<file path="config.mk">
export PLATFORM = sky130hd
export DESIGN_NAME = mc_control_fsm
export DESIGN_NICKNAME = d
export VERILOG_FILES = /design/src/rtl/control_unit_types_pkg.sv /design/src/rtl/opfunc_decode.sv /design/src/rtl/mc_control_fsm.sv
export SDC_FILE = /design/constraint.sdc
export NUM_CORES = 1
export LEC_CHECK = 0
export ABC_AREA = 1
export CAP_MARGIN = 10
export CORE_UTILIZATION = 25
export DETAILED_ROUTE_END_ITERATION = 12
export GPL_ROUTABILITY_DRIVEN = 0
export PLACE_DENSITY_LB_ADDON = 0.2
export SYNTH_ARGS = -nofsm -noshare
export SYNTH_HDL_FRONTEND = slang
export SYNTH_SLANG_ARGS = --single-unit
</file>
<file path="constraint.sdc">
create_clock -name CLK -period 3.4 [get_ports CLK]
set_input_delay 0.68 -clock CLK [delete_from_list [all_inputs] [get_ports CLK]]
set_output_delay 0.68 -clock CLK [all_outputs]
set_load 0.02 [all_outputs]
</file>
<file path="src/rtl/control_unit_types_pkg.sv">
// Shared types and encodings for the multicycle MIPS control path.
// Select enums encode their reset/idle value as 0.
package control_unit_types_pkg;

    typedef enum logic [1:0] {RD = 2'd0, RT = 2'd1, R31 = 2'd2} regdst_t;
    typedef enum logic [1:0] {ALUO = 2'd0, DLOAD = 2'd1, NPC = 2'd2, PORTB = 2'd3} memtoreg_t;
    typedef enum logic [1:0] {ZEROEXT = 2'd0, SIGNEXT = 2'd1, SHAMEXT = 2'd2, LUIEXT = 2'd3} extop_t;

    typedef enum logic [4:0] {
        ORTYPE, OSL, OITYPE, OLUI, OBEQ, OBNE, OJ, OJR, OJAL,
        OLW, OSW, OLL, OSC, OHALT, OJUNK, OERROR14, OERROR15
    } opfunc_t;

    typedef logic [2:0] mcstate_t;
    localparam mcstate_t FETCH  = 3'd0;
    localparam mcstate_t DECODE = 3'd1;
    localparam mcstate_t EXEC   = 3'd2;
    localparam mcstate_t MEMACC = 3'd3;
    localparam mcstate_t WBACK  = 3'd4;
    localparam mcstate_t HALTED = 3'd5;
    localparam mcstate_t ERROR  = 3'd6;

    localparam logic [5:0] RTYPE = 6'h00, J     = 6'h02, JAL  = 6'h03, BEQ   = 6'h04;
    localparam logic [5:0] BNE   = 6'h05, ADDI  = 6'h08, ADDIU = 6'h09, SLTI = 6'h0A;
    localparam logic [5:0] SLTIU = 6'h0B, ANDI  = 6'h0C, ORI  = 6'h0D, XORI  = 6'h0E;
    localparam logic [5:0] LUI   = 6'h0F, COP0  = 6'h10, COP1 = 6'h11, COP2  = 6'h12;
    localparam logic [5:0] COP3  = 6'h13, LW    = 6'h23, SW   = 6'h2B, LL    = 6'h30;
    localparam logic [5:0] SC    = 6'h38, HALT  = 6'h3F;

    localparam logic [5:0] SLL = 6'h00, SRL = 6'h02, SRA = 6'h03, JR   = 6'h08;
    localparam logic [5:0] ADD = 6'h20, ADDU = 6'h21, SUB = 6'h22, SUBU = 6'h23;
    localparam logic [5:0] AND = 6'h24, OR  = 6'h25, XOR = 6'h26, NOR  = 6'h27;
    localparam logic [5:0] SLT = 6'h2A, SLTU = 6'h2B;

    function automatic logic is_mem(input opfunc_t f);
        return (f == OLW) || (f == OSW) || (f == OLL) || (f == OSC);
    endfunction

endpackage

</file>
<file path="src/rtl/opfunc_decode.sv">
// Combinational IR classifier: opcode/funct -> opfunc_t plus zero-extend I-type flag.
// LL/SC are recognised only when MC_LLSC_EN is defined; otherwise they fall to OJUNK.
module opfunc_decode
    import control_unit_types_pkg::*;
#(
    parameter int IWIDTH = 32
) (
    input  logic [IWIDTH-1:0] ir,
    output opfunc_t           opfunc,
    output logic              zext
);

    logic [5:0] opcode;
    logic [5:0] funct;

    assign opcode = ir[IWIDTH-1 -: 6];
    assign funct  = ir[5:0];

    wire unused_ir_mid = ^ir[IWIDTH-7:6];

    always_comb begin
        opfunc = OJUNK;
        zext   = 1'b0;
        case (opcode)
            RTYPE: begin
                case (funct)
                    SLL, SRL, SRA:                  opfunc = OSL;
                    JR:                             opfunc = OJR;
                    ADD, ADDU, SUB, SUBU, AND, OR,
                    XOR, NOR, SLT, SLTU:            opfunc = ORTYPE;
                    default:                        opfunc = OERROR14;
                endcase
            end
            ADDI, ADDIU, SLTI, SLTIU: opfunc = OITYPE;
            ANDI, ORI, XORI: begin
                opfunc = OITYPE;
                zext   = 1'b1;
            end
            LUI:  opfunc = OLUI;
            BEQ:  opfunc = OBEQ;
            BNE:  opfunc = OBNE;
            J:    opfunc = OJ;
            JAL:  opfunc = OJAL;
            LW:   opfunc = OLW;
            SW:   opfunc = OSW;
`ifdef MC_LLSC_EN
            LL:   opfunc = OLL;
            SC:   opfunc = OSC;
`endif
            HALT: opfunc = OHALT;
            COP0, COP1, COP2, COP3: opfunc = OERROR15;
            default: opfunc = OJUNK;
        endcase
    end

endmodule

</file>
<file path="src/rtl/mc_control_fsm.sv">
// Multicycle MIPS control FSM; waits on ihit/dhit with a WAIT_MAX-cycle timeout into ERROR.
// LL/SC link tracking is built only when MC_LLSC_EN is defined.
module mc_control_fsm
    import control_unit_types_pkg::*;
#(
    parameter int IWIDTH   = 32,
    parameter int WAIT_MAX = 15
) (
    input  logic              CLK,
    input  logic              RST,
    input  logic [IWIDTH-1:0] instr,
    input  logic              ihit,
    input  logic              dhit,
    input  logic              zero,
    input  logic              link_clr,
    output logic              iREN,
    output logic              dREN,
    output logic              dWEN,
    output logic              ir_wen,
    output logic              pc_wen,
    output logic [1:0]        pcsrc,
    output logic              regwr,
    output regdst_t           regdst,
    output memtoreg_t         memtoreg,
    output extop_t            extop,
    output logic              alusrc,
    output logic              sc_result,
    output logic              halt,
    output logic              timeout
);

    localparam int CW = $clog2(WAIT_MAX + 1);
    localparam logic [CW-1:0] CNT_LAST = CW'(WAIT_MAX - 1);

    mcstate_t          state_q, state_d;
    logic [IWIDTH-1:0] ir_q, ir_d;
    logic [CW-1:0]     cnt_q, cnt_d;
    logic              timeout_q, timeout_d;
    logic              link_q, link_d;
    logic              sc_ok_q, sc_ok_d;
    logic              wait_hit;
    opfunc_t           opfunc;
    logic              zext;
    extop_t            ext_sel;
    logic              alu_b;

    opfunc_decode #(.IWIDTH(IWIDTH)) u_opfunc_decode (
        .ir     (ir_q),
        .opfunc (opfunc),
        .zext   (zext)
    );

    always_comb begin
        state_d   = state_q;
        ir_d      = ir_q;
        cnt_d     = '0;
        timeout_d = timeout_q;
        link_d    = link_q;
        sc_ok_d   = sc_ok_q;
        wait_hit  = (state_q == FETCH) ? ihit : dhit;
`ifdef MC_LLSC_EN
        if (link_clr) link_d = 1'b0;
`endif
        case (state_q)
            FETCH, MEMACC: begin
                if (wait_hit) begin
                    if (state_q == FETCH) begin
                        ir_d    = instr;
                        state_d = DECODE;
                    end else begin
                        state_d = (opfunc == OSW) ? FETCH : WBACK;
                        // LL set is applied last so it beats a same-cycle snoop clear
                        if (opfunc == OLL) link_d = 1'b1;
                        else if (opfunc == OSW || opfunc == OSC) link_d = 1'b0;
                    end
                end else if (cnt_q == CNT_LAST) begin
                    state_d   = ERROR;
                    timeout_d = 1'b1;
                end else begin
                    cnt_d = cnt_q + 1'b1;
                end
            end
            DECODE: begin
                if (opfunc == OHALT) state_d = HALTED;
                else if (opfunc == OJUNK || opfunc == OERROR14 || opfunc == OERROR15) state_d = ERROR;
                else state_d = EXEC;
            end
            EXEC: begin
                case (opfunc)
                    OBEQ, OBNE, OJ, OJR: state_d = FETCH;
                    OLW, OSW, OLL:       state_d = MEMACC;
                    OSC: begin
                        sc_ok_d = link_q;
                        state_d = link_q ? MEMACC : WBACK;
                    end
                    default:             state_d = WBACK;
                endcase
            end
            WBACK:         state_d = FETCH;
            HALTED, ERROR: state_d = state_q;
            default:       state_d = ERROR;
        endcase
`ifndef MC_LLSC_EN
        link_d  = 1'b0;
        sc_ok_d = 1'b0;
`endif
    end

    always_ff @(posedge CLK) begin
        if (RST) begin
            state_q   <= FETCH;
            ir_q      <= '0;
            cnt_q     <= '0;
            timeout_q <= 1'b0;
            link_q    <= 1'b0;
            sc_ok_q   <= 1'b0;
        end else begin
            state_q   <= state_d;
            ir_q      <= ir_d;
            cnt_q     <= cnt_d;
            timeout_q <= timeout_d;
            link_q    <= link_d;
            sc_ok_q   <= sc_ok_d;
        end
    end

    always_comb begin
        ext_sel = SIGNEXT;
        if (opfunc == OSL) ext_sel = SHAMEXT;
        else if (opfunc == OLUI) ext_sel = LUIEXT;
        else if (opfunc == OITYPE && zext) ext_sel = ZEROEXT;
        alu_b = (opfunc == OITYPE) || (opfunc == OLUI) || is_mem(opfunc);
    end

    // Outputs are held at their idle values while RST is asserted.
    always_comb begin
        iREN     = 1'b0;
        dREN     = 1'b0;
        dWEN     = 1'b0;
        ir_wen   = 1'b0;
        pc_wen   = 1'b0;
        pcsrc    = 2'd0;
        regwr    = 1'b0;
        regdst   = RD;
        memtoreg = ALUO;
        extop    = ZEROEXT;
        alusrc   = 1'b0;
        halt     = 1'b0;
        timeout  = 1'b0;
        if (!RST) begin
            timeout = timeout_q;
            if (state_q == EXEC || state_q == MEMACC || state_q == WBACK) begin
                extop  = ext_sel;
                alusrc = alu_b;
            end
            case (state_q)
                FETCH: begin
                    iREN   = 1'b1;
                    ir_wen = ihit;
                    pc_wen = ihit;
                end
                EXEC: begin
                    case (opfunc)
                        OBEQ:    begin pc_wen = zero;  pcsrc = 2'd1; end
                        OBNE:    begin pc_wen = !zero; pcsrc = 2'd1; end
                        OJ, OJAL: begin pc_wen = 1'b1; pcsrc = 2'd2; end
                        OJR:     begin pc_wen = 1'b1;  pcsrc = 2'd3; end
                        default: ;
                    endcase
                end
                MEMACC: begin
                    dREN = (opfunc == OLW) || (opfunc == OLL);
                    dWEN = (opfunc == OSW) || (opfunc == OSC);
                end
                WBACK: begin
                    regwr = 1'b1;
                    if (opfunc == OJAL) regdst = R31;
                    else if (opfunc == ORTYPE || opfunc == OSL) regdst = RD;
                    else regdst = RT;
                    if (opfunc == OLW || opfunc == OLL) memtoreg = DLOAD;
                    else if (opfunc == OJAL) memtoreg = NPC;
                    else if (opfunc == OSC) memtoreg = PORTB;
                end
                HALTED, ERROR: halt = 1'b1;
                default: ;
            endcase
        end
    end

`ifdef MC_LLSC_EN
    assign sc_result = !RST && (state_q == WBACK) && (opfunc == OSC) && sc_ok_q;
`else
    assign sc_result = 1'b0;
    wire unused_llsc = link_clr ^ sc_ok_q;
`endif

endmodule

</file>
== After elaboration in Yosys (flattened, before gate mapping) ==
Memories as Yosys holds them, arrays and structs flattened. A register that Yosys moved wholly into a read port is not among the register bits.
Index checks and enable logic that the tools add are counted.
Storage, ports and cells
  bits in registers: 40
  ROM bits: 256
  input bits: 38
  output and inout port bits: 18
  logic and storage cells: 131
  memories kept: 1
Cells by class
  add/sub/neg operators: 1
  eq/ne operators: 43
  multiplexer cells: 48
  bitwise operators: 3
  reductions and logical operators: 31
Memories
  (name not given): depth 64, width 4, read ports 1, clocked after Yosys merged registers in 1, wr ports 0, line opfunc_decode.sv:26  | case (funct)
Operators by type and width (number)
  5-bit case mux with 11 select lines: 1
  6-bit by 4-bit equality test with 1-bit output (second input constant): 8
  5-bit by 4-bit equality test with 1-bit output (second input constant): 8
  2-bit two-way mux: 14
  6-bit by 5-bit equality test with 1-bit output (second input constant): 4
  5-bit by 3-bit equality test with 1-bit output (second input constant): 4
  1-bit two-way mux: 20
  6-bit equality test (second input constant): 3
  3-bit two-way mux: 6
  3-bit case mux with 5 select lines: 1
  6-bit by 2-bit equality test with 1-bit output (second input constant): 2
  6-bit by 3-bit equality test with 1-bit output (second input constant): 2
  1-bit logical OR: 12
  6-bit two-way mux: 2
  4-bit OR reduction: 3
  5-bit by 2-bit equality test with 1-bit output (second input constant): 2
  3-bit equality test (second input constant): 3
  3-bit OR reduction: 3
  2-bit OR reduction: 4
  7-bit OR reduction: 1
  3-bit by 2-bit equality test with 1-bit output (second input constant): 2
  6-bit zero test: 1
  2-bit case mux with 3 select lines: 1
  3-bit case mux with 2 select lines: 1
  15 further kinds: 18

== Logic depth before layout (Yosys ltp) ==
  depth after elaboration: 10
  mapped depth: 14
  mapped depth without buffers: 14

== By module ==
From an unflattened synthesis, not the netlist that was laid out.
Second synthesis, totals
  cell total of the unflattened synthesis: 335
  area, all modules: 2245.9 µm²
Modules (own cells, without submodules)
  mc_control_fsm: instances 1, cells each 268, area an instance 1911.8 µm², sequential area each 800.8 µm²
  opfunc_decode: instances 1, cells each 67, area an instance 334.1 µm², sequential area each 0.0 µm²

== Worst setup path after synthesis ==
OpenSTA, ideal clock, no wires.
  path kind: input-to-output
  start point: input port RST
  end point: output port pcsrc[0]
  arrival: 1.658 ns
  required time: 2.720 ns
  path slack: 1.062 ns
  stages: 4
  path buffers: 1
  cells stage by stage: inv_1 clkbuf_1 nand3_1 a2111oi_2
On the way
  word-level cells in the longest chain between the ends: 1
Ends and longest elaborated chain
  start: declaration: line mc_control_fsm.sv:10  | input logic RST,
  2-bit two-way mux: line mc_control_fsm.sv:150  | if (!RST) begin
  end: declaration: line mc_control_fsm.sv:21  | output logic [1:0] pcsrc,
Every way passes these cells.

== Final worst setup path ==
  start point: register ir_q[29]
  end point: output port pcsrc[1]
On the way
  word-level cells in the longest chain between the ends: 8
  elaborated cells between the ends (all ways): 33
  classes of those cells: eq/ne (24); mux (4); reduce/logical (5)
Ends and longest elaborated chain
  start: declaration: line mc_control_fsm.sv:36  | logic [IWIDTH-1:0] ir_q, ir_d;
  start signal: assignment: line mc_control_fsm.sv:119  | ir_q <= ir_d;
  6-bit by 4-bit equality test with 1-bit output or 6-bit by 5-bit equality test with 1-bit output (tied branches): line opfunc_decode.sv:24  | case (opcode)
  7-bit OR reduction (no line) or 4-bit OR reduction (tied branches)
  5-bit case mux with 11 select lines (*): line opfunc_decode.sv:24
  5-bit by 4-bit equality test with 1-bit output or 5-bit by 3-bit equality test with 1-bit output (tied branches): line mc_control_fsm.sv:163  | case (opfunc)
  2-bit OR reduction
  2-bit case mux with 3 select lines (*): line mc_control_fsm.sv:163
  2-bit two-way mux (*): line mc_control_fsm.sv:156  | case (state_q)
  2-bit two-way mux (*): line mc_control_fsm.sv:150
Every way passes the cells marked *; elsewhere a longest branch is shown, timed or not.

==> flow_summary.toml <==
[status]
run_status = "finished, final reports clean"

[routing]
dr.first_iter.drc_count = 100
wl_per_cell_um = 10.83
via_per_inst = 4.478
finalWirelength_um = 3899
num_vias = 1612
firstDrtPassIters = 4
drc_errors = 0
ant_nets = 0

[clock_network]
clkLatencyLatePin_ns = 0.26
htree_levels = 1
clock-root-buffer = "clkbuf_8"
clock-sinks = 23
postCtsSetupRepairBufs = 0
cts.reportedPaths.clkPinSlew_ns = 0.08
clockBufferDepth = 2
cts_tree = "yes"
cts_made_buffers = 3

[logic_synthesis]
yosys.area_share.simple_pct = 47.22
syn-cell-area_sq_um = 1600
synth_area_per_cell_sq_um = 6.350
synth-adder-area-share_pct = 1.564
synth_edf_count = 0
synth.area.mux_share_pct = 0
synthCells = 252
yosys_most_used_dff = "dfxtp_1"
ys_seq_elements = 23
synth_xor_area_share_pct = 1.095
synth_compound_area_share_pct = 10.40
ys_seq_area_share_pct = 28.77
syn-num-nets = 292
synthArstFlopShare_pct = 0
synth_top_family_by_area = "simple AND/OR/NAND/NOR gates"
ys_warn_count = 0
synth_cell_types = 36

[sta]
rsz0062_at_grt = "no"
hold_viol_final = 0
timing.final.crit_period_ns = 3.180
finalMaxSlewViolations = 0
worst_slack_ns = 0.2203
clock-skew-final_ns = 0.006322
layout_worst_path_cycle_share_pct = 93.52
fmax_mhz = 314.5
finalSetupViolations = 0
fin_tns_setup_ns = 0

[min_path]
hold_path_startpoint = "timeout_q$_SDFFE_PP0P_"
hold_class = "reg -> reg"

[floorplanning]
fp-row-count = 28
io_pins = 56
die-area_sq_um = 6725
die_w_um = 82.01
start_util_pct = 26.40
design.core.area_sq_um = 6061
die_h_um = 82.01

[power_and_ir_drop]
p_comb_share_pct = 60.6
p_switching_uw = 729.4
p_sw_share_pct = 49.74
p_clk_share_pct = 11.4
power_density_nw_per_um2 = 713.0
vdd_drop_max_uv = 268.9
share_seq_of_total_power_pct = 28.0
p_int_uw = 737.1
p_leak_nw = 0.9684

[setup_path]
cp-end-kind = "output pin"
crit_type = "reg -> out"
crit_start = "ir_q[29]$_SDFFE_PP0P_"
critPathLaunchType = "flip-flop"
cp_data_arrival_time_ns = 2.50
cp_max_fo = 6
r2r_start = "state_q[0]$_SDFFE_PP0P_"
cp.required_ns = 2.72

[final_layout]
area_delta_synth_final_pct = 28.54
nNetsFinal = 326
final_cell_mix = "nand2_1, nor2_1, clkdlybuf4s50_1, inv_1, dfxtp_1"
nFillCells = 706
mostFrequentLayoutCell = "nand2_1"
drive_gt1_share_pct = 14.39
diodes = 0

[placed_design]
io_buffers = 33
post-place-ws_ns = 0.3414
hpwl_um = 3167

[run]
drv_cap = 0

[grt]
grt_overflow = 0
grt_use_total_pct = 12.37
antenna_found_initial = 0
grt_max_degree = 20
grt_pass1_vias = 1516
grt_pass1_wl_um = 6520
## final cells by class
cell class	count	area, sq um	share of cell area (%)
clock buffer	4	45.04	2.190
inverter	34	128.9	6.265
multi-input combinational	188	973.4	47.32
sequential	23	460.4	22.38
tap	75	93.84	4.562
timing repair buffer	36	355.3	17.27
## power by group through the flow
stage / Combinational [mW] / Sequential (mW) / Clock, mW
after floorplan: 0.722 / 0.379 / 0
after global placement: 0.890 / 0.414 / 0
after detailed placement: 0.893 / 0.415 / 0
after CTS: 0.896 / 0.408 / 0.174
after global routing: 1.01 / 0.421 / 0.183
final: 0.889 / 0.410 / 0.167
## what timing repair did
item	CTS	global route
endpoints found under the setup margin	0	1
hold buffers	0	0
resized for setup	0	2
## synthesized netlist by cell type (2+ instances only)
library cell / count / share of area, %
dfxtp_1: 23 / 29
inv_1: 30 / 7.0
nor4_1: 2 / 0.78
nor2_1: 36 / 8.4
nand3_2: 4 / 2.5
nand2_2: 6 / 2.3
o21ai_0: 5 / 1.6
nor3_1: 2 / 0.63
clkbuf_1: 3 / 0.70
nand2_1: 62 / 15
nor2_2: 7 / 2.7
nor2_4: 5 / 3.5
ha_1: 2 / 1.6
buf_4: 2 / 0.94
nand3_1: 20 / 6.3
or2_2: 2 / 0.78
inv_2: 2 / 0.47
o21ai_1: 2 / 0.63
nand4_1: 3 / 1.2
nor3_2: 2 / 1.3
a21oi_2: 3 / 1.6
a21oi_1: 15 / 4.7
## routing by layer
layer | vias to the layer above | global-route usage [%] | wire (um) | share of wire, %
met5 | - | 0 | 0 | 0
met4 | 0 | 3.158 | 18 | 0.46
met3 | 2 | 1.333 | 137 | 3.5
met2 | 28 | 21.32 | 1754 | 45
met1 | 722 | 16.22 | 1989 | 51
li1 | 860 | - | - | -
## kinds of logic (layout without fill, tap and decap cells)
group	Yosys count	after routing
adders and majority gates	2	2
xor gates and xnor gates	2	2
buffers and inverters	41	74
AOI/OAI and AO/OA	28	28
other	1	1
and+or+nand+nor	155	155
DFF	23	23
## worst max-delay path: stages, from the launching register on
cell and delay, ns:
dfxtp_1 0.44, inv_1 0.13, nor2_1 0.13, nand3_2 0.17, nand2_1 0.15, nor2_4 0.06, nand2_4 0.09, nand2_2 0.08
a21oi_2 0.14, nand2_2 0.09, a21oi_1 0.15, clkdlybuf4s50_1 0.62
## path summary, 6_finish.rpt
check                      endpoint  slack, ns  cells after the start
min reg2reg  timeout_q$_SDFFE_PP0P_       0.47                      2
max reg2reg               flip-flop       1.23                      9
min          timeout_q$_SDFFE_PP0P_       0.47                      2
max                        pcsrc[1]       0.22                     11
## metrics by stage
stage	util (%)	hold slack, ns	std cells	power (mW)	instance area, sq um
2_1_floorplan	-	0.4297	252	1.101	1600
3_3_place_gp	33.07	0.4479	356	1.304	2004
3_5_place_dp	33.07	0.4590	356	1.307	2004
4_1_cts	33.82	0.4730	360	1.478	2049
5_1_grt	33.94	0.5114	360	1.618	2057
6_report	33.94	0.4696	360	1.467	2057
No activity file was read; power rests on OpenSTA's default activity.
==> variant (config.mk and constraints unchanged) <==
`ir_q` no longer has a reset.
--- a/src/rtl/mc_control_fsm.sv
+++ b/src/rtl/mc_control_fsm.sv
@@ -109,19 +109,21 @@
     always_ff @(posedge CLK) begin
         if (RST) begin
             state_q   <= FETCH;
-            ir_q      <= '0;
             cnt_q     <= '0;
             timeout_q <= 1'b0;
             link_q    <= 1'b0;
             sc_ok_q   <= 1'b0;
         end else begin
             state_q   <= state_d;
-            ir_q      <= ir_d;
             cnt_q     <= cnt_d;
             timeout_q <= timeout_d;
             link_q    <= link_d;
             sc_ok_q   <= sc_ok_d;
         end
+    end
+
+    always_ff @(posedge CLK) begin
+        ir_q <= ir_d;
     end
 
     always_comb begin
Function: no difference found for any inputs over 10 cycles, from zero or initial values and one cycle with RST high; that may be too few to reach the edited logic, so the function may still have changed.
==> variant against the original RTL <==
Wire length is 10% lower; first-iteration DRC count is 1.0% lower; total power is 19% lower; clock power is 2% higher; final cell count is 9.2% lower; area after synthesis is 5.4% lower; global-route usage is 0.24 points lower; sequential power is 1% higher; combinational power is 32% lower; design area is 3.1% lower; sequential cell count stayed put; setup slack worse by 33 ps.
==> variant: results (changes against the original RTL) <==
FINISH.NET_COUNT=296  # -9.2%
DRIVE_ABOVE_1_SHARE_PCT=9.02  # -5.4 points
NFILLCELLS=641  # -9.2%
GRT_USE_TOTAL_PCT=12.1  # -0.24 points
VIA_COUNT_OF_THE_FIRST_GLOBAL_ROUTING_PASS=1361  # -10%
SYNTH_ENABLE_FLOP_CELLS=12  # +12
PLACEMENT.SETUP.WORST_SLACK_PS=272  # -69.3 ps
IRDROPWORSTVDD_mV=0.200  # -26%
COMBINATIONAL_POWER_SHARE_PCT=50.8  # -9.8 points
HOLDWS_PS=469  # -0.933 ps
WORST-PATH-MAX-FANOUT=5  # -1
NETLIST_TOP_CELLS_AREA='sky130_fd_sc_hd__edfxtp_1 (24%), sky130_fd_sc_hd__dfxtp_1 (15%), sky130_fd_sc_hd__nand2_1 (12%), sky130_fd_sc_hd__inv_1 (9.2%), sky130_fd_sc_hd__nor2_1 (7.7%)'
SYNTH_ADDER_AREA_SHARE_PCT=1.65  # +0.089 points
CTS_RESIZED=2  # +2
SYNTH_CELLS=218  # -13%
FP.COREAREA_MM2=0.00568  # -6.4%
OUTCOME='complete, no violations'
MULTI_INPUT_COMBINATIONAL_AREA_SHARE_PCT=39.1  # -8.2 points
GLOBAL_ROUTE_WIRE_LENGTH_BEFORE_REPAIR_UM=6130  # -6.0%
DP_CELLS=323  # -9.3%
LAYOUT.BUFFER.NONCLOCK.AREA_SHARE_PCT=17.5  # +0.24 points
POWER.STATIC_LEAKAGE_nW=0.969  # about the same
SYNTH_TOP_CELLS_BY_COUNT='sky130_fd_sc_hd__nand2_1 (48), sky130_fd_sc_hd__inv_1 (37), sky130_fd_sc_hd__nor2_1 (31)'
YOSYS_MOST_USED_DFF='sky130_fd_sc_hd__edfxtp_1'
R2R_SLACK_PS=1440  # +210 ps
SYNTH_COMPOUND_GATE_AREA_SHARE_PCT=6.86  # -3.5 points
SYNTH_FP_NETS=258  # -12%
SYNTH.YOSYS.SEQ_AREA_SHARE_PCT=38.3  # +9.6 points
NETLIST-CELL-TYPE-COUNT=34  # -5.6%
SIGNAL_BUFFERS=35  # -2.8%
DRT-INITIAL-DRC-COUNT=99  # -1.0%
DR_VIAS_CELL=4.34  # -3.1%
GRT_MAX_DEGREE=14  # -30%
TIMING.CLOCK.SKEW_PS=6.27  # -0.0521 ps
PLACED_AREA_MM2=0.00194  # -3.3%
==> variant: changes by cell type in the layout (fill, tap and decap cells not counted), sizes merged, moves of 6 or more <==
| cell | before | now |
|---|---|---|
| a21oi | 18 | 7 |
| dfxtp | 23 | 11 |
| edfxtp | 0 | 12 |
| inv | 32 | 38 |
| nand2 | 69 | 52 |
| nor2 | 48 | 38 |
| nor3 | 4 | 10 |
==> variant: per-layer routing <==
layer | wire length [µm] | global-route usage, % | vias to the layer above
li1 | - | - | 769
met1 | 1760 | 16.8 | 612
met2 | 1580 | 19.1 | 32
met3 | 110 | 1.94 | 6
met4 | 58 | 3.93 | 0
met5 | 0 | 0 | -
==> variant: path summary, 6_finish.rpt <==
kind,startpoint,to,cells after the start
setup / recovery,ir_q[30],alusrc,10
hold / removal,cnt_q[0],cnt_q[0],1
setup reg to reg,state_q[0],register,12
hold reg to reg,cnt_q[0],cnt_q[0],1
